===== src/rtl/pipeline_hazard_ctrl_pkg.sv =====
// -----------------------------------------------------------------------------
// pipeline_hazard_ctrl_pkg
// Shared definitions for the MIPS32 pipeline hazard controller:
//   hz_state_e  FSM state codes (RUN=0, LOAD_STALL=1, MEM_WAIT=2; code 3 unused)
//   REG_ZERO    register $zero, which can never create a load-use dependency
// -----------------------------------------------------------------------------
package pipeline_hazard_ctrl_pkg;

    typedef enum logic [1:0] {
        HZ_RUN        = 2'd0,
        HZ_LOAD_STALL = 2'd1,
        HZ_MEM_WAIT   = 2'd2
    } hz_state_e;

    localparam logic [4:0] REG_ZERO = 5'd0;

endpackage


===== src/rtl/pipeline_hazard_ctrl_hazard_detect.sv =====
// -----------------------------------------------------------------------------
// pipeline_hazard_ctrl_hazard_detect
// Combinational load-use detector. Flags when the LW currently in EX writes a
// register that the instruction in ID is about to read.
// Ports:
//   id_rs, id_rt   in  source registers of the ID instruction
//   id_uses_rt     in  ID instruction actually reads rt
//   ex_mem_read    in  EX instruction is a load
//   ex_rt          in  load destination register
//   load_use       out dependency present, ID must wait one cycle
// -----------------------------------------------------------------------------
module pipeline_hazard_ctrl_hazard_detect
    import pipeline_hazard_ctrl_pkg::*;
(
    input  logic [4:0] id_rs,
    input  logic [4:0] id_rt,
    input  logic       id_uses_rt,
    input  logic       ex_mem_read,
    input  logic [4:0] ex_rt,
    output logic       load_use
);

    // $zero is hardwired, so a load "into" it never produces a value to wait on.
    assign load_use = ex_mem_read && (ex_rt != REG_ZERO) &&
                      ((ex_rt == id_rs) || (id_uses_rt && (ex_rt == id_rt)));

endmodule


===== src/rtl/pipeline_hazard_ctrl.sv =====
// -----------------------------------------------------------------------------
// pipeline_hazard_ctrl
// Sequences the 5-stage MIPS32 pipeline: load-use stalls, taken-branch/jump
// flushes and multi-cycle data-memory waits with a timeout. Outputs are Mealy
// (combinational from state and inputs); state, wait counter, sticky error and
// optional performance counters are registered with an async active-high reset.
//
// Optional feature: define HZ_PERF_CNT_EN to implement stall_cycles and
// flush_count; otherwise those ports are tied to zero and no counter flops exist.
//
// Ports:
//   clock, reset            clock (rising edge), asynchronous active-high reset
//   id_rs, id_rt, id_uses_rt  ID-stage source register info
//   ex_mem_read, ex_rt      LW in EX and its destination
//   ex_redirect             EX resolved a taken branch / J / JAL / JR
//   mem_req, mem_ready      dmem access in progress / completing this cycle
//   pc_write, if_id_write   PC and IF/ID load enables
//   if_id_flush             IF/ID loads NOP
//   id_ex_bubble            ID/EX loads NOP
//   ex_mem_hold             EX/MEM and ID/EX hold
//   mem_wb_bubble           MEM/WB loads NOP
//   mem_error               sticky dmem timeout flag
//   hz_state                current FSM state (debug)
//   stall_cycles            cycles with pc_write=0 (saturating)
//   flush_count             redirect flushes taken (saturating)
// -----------------------------------------------------------------------------
module pipeline_hazard_ctrl
    import pipeline_hazard_ctrl_pkg::*;
#(
    parameter int MEM_TIMEOUT = 15,
    parameter int PERF_W      = 32
)(
    input  logic              clock,
    input  logic              reset,
    input  logic [4:0]        id_rs,
    input  logic [4:0]        id_rt,
    input  logic              id_uses_rt,
    input  logic              ex_mem_read,
    input  logic [4:0]        ex_rt,
    input  logic              ex_redirect,
    input  logic              mem_req,
    input  logic              mem_ready,
    output logic              pc_write,
    output logic              if_id_write,
    output logic              if_id_flush,
    output logic              id_ex_bubble,
    output logic              ex_mem_hold,
    output logic              mem_wb_bubble,
    output logic              mem_error,
    output logic [1:0]        hz_state,
    output logic [PERF_W-1:0] stall_cycles,
    output logic [PERF_W-1:0] flush_count
);

    localparam int CNT_W = $clog2(MEM_TIMEOUT + 1);

    hz_state_e          state, state_nxt;
    logic [CNT_W-1:0]   wait_cnt, cnt_nxt;
    logic               err_set;
    logic               load_use;
    logic               mem_done;

    pipeline_hazard_ctrl_hazard_detect u_detect (
        .id_rs       (id_rs),
        .id_rt       (id_rt),
        .id_uses_rt  (id_uses_rt),
        .ex_mem_read (ex_mem_read),
        .ex_rt       (ex_rt),
        .load_use    (load_use)
    );

    // A ready strobe only counts when an access is actually outstanding.
    assign mem_done = mem_req && mem_ready;

    always_comb begin
        pc_write      = 1'b1;
        if_id_write   = 1'b1;
        if_id_flush   = 1'b0;
        id_ex_bubble  = 1'b0;
        ex_mem_hold   = 1'b0;
        mem_wb_bubble = 1'b0;
        state_nxt     = state;
        cnt_nxt       = wait_cnt;
        err_set       = 1'b0;

        case (state)
            HZ_RUN, HZ_LOAD_STALL: begin
                if (mem_req && !mem_ready) begin
                    pc_write      = 1'b0;
                    if_id_write   = 1'b0;
                    ex_mem_hold   = 1'b1;
                    mem_wb_bubble = 1'b1;
                    state_nxt     = HZ_MEM_WAIT;
                    cnt_nxt       = CNT_W'(1);
                end else if (ex_redirect) begin
                    // Redirect wins over load-use: the dependent instruction is squashed anyway.
                    if_id_flush  = 1'b1;
                    id_ex_bubble = 1'b1;
                    state_nxt    = HZ_RUN;
                end else if (load_use && (state == HZ_RUN)) begin
                    // In LOAD_STALL the bubble already separated the pair, so no re-trigger.
                    pc_write     = 1'b0;
                    if_id_write  = 1'b0;
                    id_ex_bubble = 1'b1;
                    state_nxt    = HZ_LOAD_STALL;
                end else begin
                    state_nxt = HZ_RUN;
                end
            end

            HZ_MEM_WAIT: begin
                if (mem_done || (wait_cnt == CNT_W'(MEM_TIMEOUT))) begin
                    // Pipeline advances: either the access finished or it is abandoned.
                    // Any redirect or load-use held behind the freeze is handled now.
                    cnt_nxt = '0;
                    if (!mem_done) begin
                        err_set       = 1'b1;
                        mem_wb_bubble = 1'b1;
                    end
                    if (ex_redirect) begin
                        if_id_flush  = 1'b1;
                        id_ex_bubble = 1'b1;
                        state_nxt    = HZ_RUN;
                    end else if (load_use) begin
                        pc_write     = 1'b0;
                        if_id_write  = 1'b0;
                        id_ex_bubble = 1'b1;
                        state_nxt    = HZ_LOAD_STALL;
                    end else begin
                        state_nxt = HZ_RUN;
                    end
                end else begin
                    pc_write      = 1'b0;
                    if_id_write   = 1'b0;
                    ex_mem_hold   = 1'b1;
                    mem_wb_bubble = 1'b1;
                    cnt_nxt       = wait_cnt + CNT_W'(1);
                end
            end

            default: begin
                state_nxt = HZ_RUN;
                cnt_nxt   = '0;
            end
        endcase
    end

    always_ff @(posedge clock or posedge reset) begin
        if (reset) begin
            state     <= HZ_RUN;
            wait_cnt  <= '0;
            mem_error <= 1'b0;
        end else begin
            state    <= state_nxt;
            wait_cnt <= cnt_nxt;
            if (err_set) begin
                mem_error <= 1'b1;
            end
        end
    end

    assign hz_state = state;

`ifdef HZ_PERF_CNT_EN
    function automatic logic [PERF_W-1:0] sat_inc(input logic [PERF_W-1:0] v);
        return (&v) ? v : v + PERF_W'(1);
    endfunction

    logic [PERF_W-1:0] stall_q, flush_q;

    // A flush is taken exactly when if_id_flush is asserted.
    always_ff @(posedge clock or posedge reset) begin
        if (reset) begin
            stall_q <= '0;
            flush_q <= '0;
        end else begin
            if (!pc_write) begin
                stall_q <= sat_inc(stall_q);
            end
            if (if_id_flush) begin
                flush_q <= sat_inc(flush_q);
            end
        end
    end

    assign stall_cycles = stall_q;
    assign flush_count  = flush_q;
`else
    assign stall_cycles = '0;
    assign flush_count  = '0;
`endif

endmodule


===== config.mk =====
export PLATFORM = sky130hd
export DESIGN_NAME = pipeline_hazard_ctrl
export DESIGN_NICKNAME = d
export VERILOG_FILES = /design/src/rtl/pipeline_hazard_ctrl_pkg.sv /design/src/rtl/pipeline_hazard_ctrl_hazard_detect.sv /design/src/rtl/pipeline_hazard_ctrl.sv
export SDC_FILE = /design/constraint.sdc
export NUM_CORES = 1
export LEC_CHECK = 0
export CAP_MARGIN = 20
export CORE_MARGIN = 5
export CORE_UTILIZATION = 32
export CTS_BUF_LIST = sky130_fd_sc_hd__clkbuf_16
export DETAILED_ROUTE_END_ITERATION = 8
export GPL_TIMING_DRIVEN = 0
export PLACE_DENSITY_LB_ADDON = 0.08
export SYNTH_ARGS = -nofsm -noshare
export SYNTH_HDL_FRONTEND = slang
export SYNTH_HIERARCHICAL = 1
export SYNTH_SLANG_ARGS = --single-unit

===== constraint.sdc =====
create_clock -name clock -period 2.3 [get_ports clock]
set_input_delay 0.46 -clock clock [delete_from_list [all_inputs] [get_ports clock]]
set_output_delay 0.46 -clock clock [all_outputs]
set_load 0.005 [all_outputs]

==> flow_summary.ini <==
[floorplanning]
die_h_um = 67.8
rows = 21
design.die.area_mm2 = 0.00460
die_w_um = 67.8
core_mm2 = 0.00328
pin_count = 95
initial_utilization = 0.326

[clocking]
cts_tree = done
numCtsBuffers = 3
cts_hold_buf = 0
clock-sinks = 7
clk_latency_ps = 230
htree_levels = 1
clock_path_buffers = 2
clk_pin_slew_ps = 40
cts_root_buf = clkbuf_16

[sta]
rsz0062_at_grt = yes
finalHoldViolCount = 0
slew_violations = 0
post-route-period-util = 1.01
period_minus_slack_ps = 2320
clock_skew_ps = 1.46
fin_ws_ps = -23.5
fmax_mhz = 430
fin_setup_tns_ps = -23.5
finalSetupViolCount = 1
hold-worst-slack_ps = 474

[global_route]
grt_pass1_wl_um = 3760
grt_use_met2 = 0.205
grt_pass1_vias = 893
use_met1 = 0.102
antenna_found_initial = 0
busiest_layer = met2
met3_usage = 0.0460
grt_max_degree = 11
grt_use_total = 0.108
gr-total-overflow = 0

[critical_path]
slowest_delay_ps = 290
path_class = in2out
arrival_ps = 1860
worst_r2r_endpoint = hz_state[1]
worstPathMaxFanout = 2
cp.required_ps = 1840
crit_path_end_kind = primary output
reg2regPathDepth = 3
r2r_setup_slack_ps = 1070
critPathSlowestCell = nor4_2
crit_chain = buf_6 -> xor2_2 -> nor4_2 -> nand3_1 -> a21oi_2 -> nor3b_4 -> nor2_2 -> buf_4 -> buf_6
worstSetupStartpointType = input pin
worstReg2RegStart = wait_cnt[0]
crit_path_start = id_rt[3]
cpMostUsedCell = buf_6

[logic_synthesis]
post_synth_num_cell_types = 35
yosys_warnings = 6
syn_inst = 132
synth_top_area_share = 0.456
yosysTopAreaCell = buf_4
async_flop_share = 1.00
synth_edf_count = 0
synth-seq-area-share = 0.164
synthFlopType = dfrtp_1
synth-seq-cells = 7
yosys-top-cells-area = buf_4 46%, dfrtp_1 16%, xor2_1 5.7%
avgSynthCellArea_um2 = 8.10
netlist_area_mm2 = 0.00107

[finish]
final_core_util = 0.534
final_cell_mix = 67 x buf_4, 64 x conb_1, 10 x clkdlybuf4s50_1
multi_input_area_um2 = 638
layout_commonest_cell = buf_4
fin_nets = 254
fillers = 341
drive_above_1_share = 0.404
diodes = 0
final-seq-area_um2 = 175
syn_to_final_growth_pct = 64.1

[route]
drt_iter0_drc = 12
wl_per_cell_um = 9.26
drt_pass1_iterations = 4
viasPerCell = 3.43
vias = 947
drt-total-wl_um = 2560
drc = 0
antenna_left = 0

[hold_path]
hp-class = in2async

[placed_design]
dp_hpwl_um = 2220
post-place-ws_ps = -928
port_buffers = 30
place.gp.congestion = 0.688

[run_status]
violations = negative setup slack
status = finished, violations left

[power]
ir_drop_mv = 0.194
power_per_cell_area_mw_per_mm2 = 477
p_leak_nw = 1.00

[flow_run]
drv_cap = 0
through the flow:
stage	area, um^2	std cells	power (mW)
after floorplan	1310	195	0.427
after global placement	1660	271	0.543
after detailed placement	1660	271	0.548
after CTS	1740	276	0.834
after global routing	1760	276	0.903
final	1760	276	0.837
layout make-up:
cell class,instances,share of cell area
Multi-Input combinational cell,114,0.364
Timing Repair Buffer,31,0.155
Tap cell,46,0.0328
Clock buffer,3,0.0428
Sequential cell,7,0.0998
Clock inverter,1,0.00214
Buffer,67,0.289
Inverter,7,0.0150
synth_stat cells, types with 2 or more instances:
cell	instances
a21oi_1	5
a31oi_1	2
buf_4	65
dfrtp_1	7
inv_1	7
nand2_1	2
nand3_1	5
o211ai_1	2
o21ai_0	3
xnor2_1	3
xor2_1	7
routing by layer:
layer | routed length [um] | vias to the layer above
met1 | 821 | 393
met5 | 0 | -
met3 | 317 | 3
met2 | 1380 | 53
met4 | 32 | 0
li1 | - | 498
cells by family (layout without fill, tap and decap cells):
logic type,after synthesis,after routing,synth area share
adder cells (fa/ha/maj),1,1,0.0117
XOR/XNOR,10,10,0.0819
buffers and inverters,74,109,0.496
flip-flops,7,7,0.164
other,1,64,0.00351
AO/OA/AOI/OAI,20,20,0.124
AND/OR/NAND/NOR,19,19,0.119
worst max-delay path by stage:
stage	endpoint	slack [ps]
finish	pc_write	-20
global route	pc_write	-140
CTS	pc_write	-40
detailed placement	pc_write	-930
global placement	pc_write	-860
floorplan	pc_write	270
worst max-delay path, delay by kind of cell:
kind,cells,cell delay (ps)
compound gates,1,180
simple gates,4,710
xor+xnor,1,170
buf+inv,3,330
timing repair:
action,4_1_cts,5_1_grt
pin swaps,11,6
setup endpoints to repair,6,4
resized for setup,59,8
buffers inserted,1,0
cloned,0,0
hold endpoints to repair,0,0
state kept, by name (all words and copies together), names as in the netlist:
name,cells
mem_error,1
wait_cnt,4
hz_state,2
where the power goes:
| group | switching, mW | internal (mW) |
|---|---|---|
| Combinational | 0.144 | 0.204 |
| Sequential | 0.0393 | 0.155 |
| Clock | 0.0682 | 0.226 |
Power figures use the tool's default switching activity.
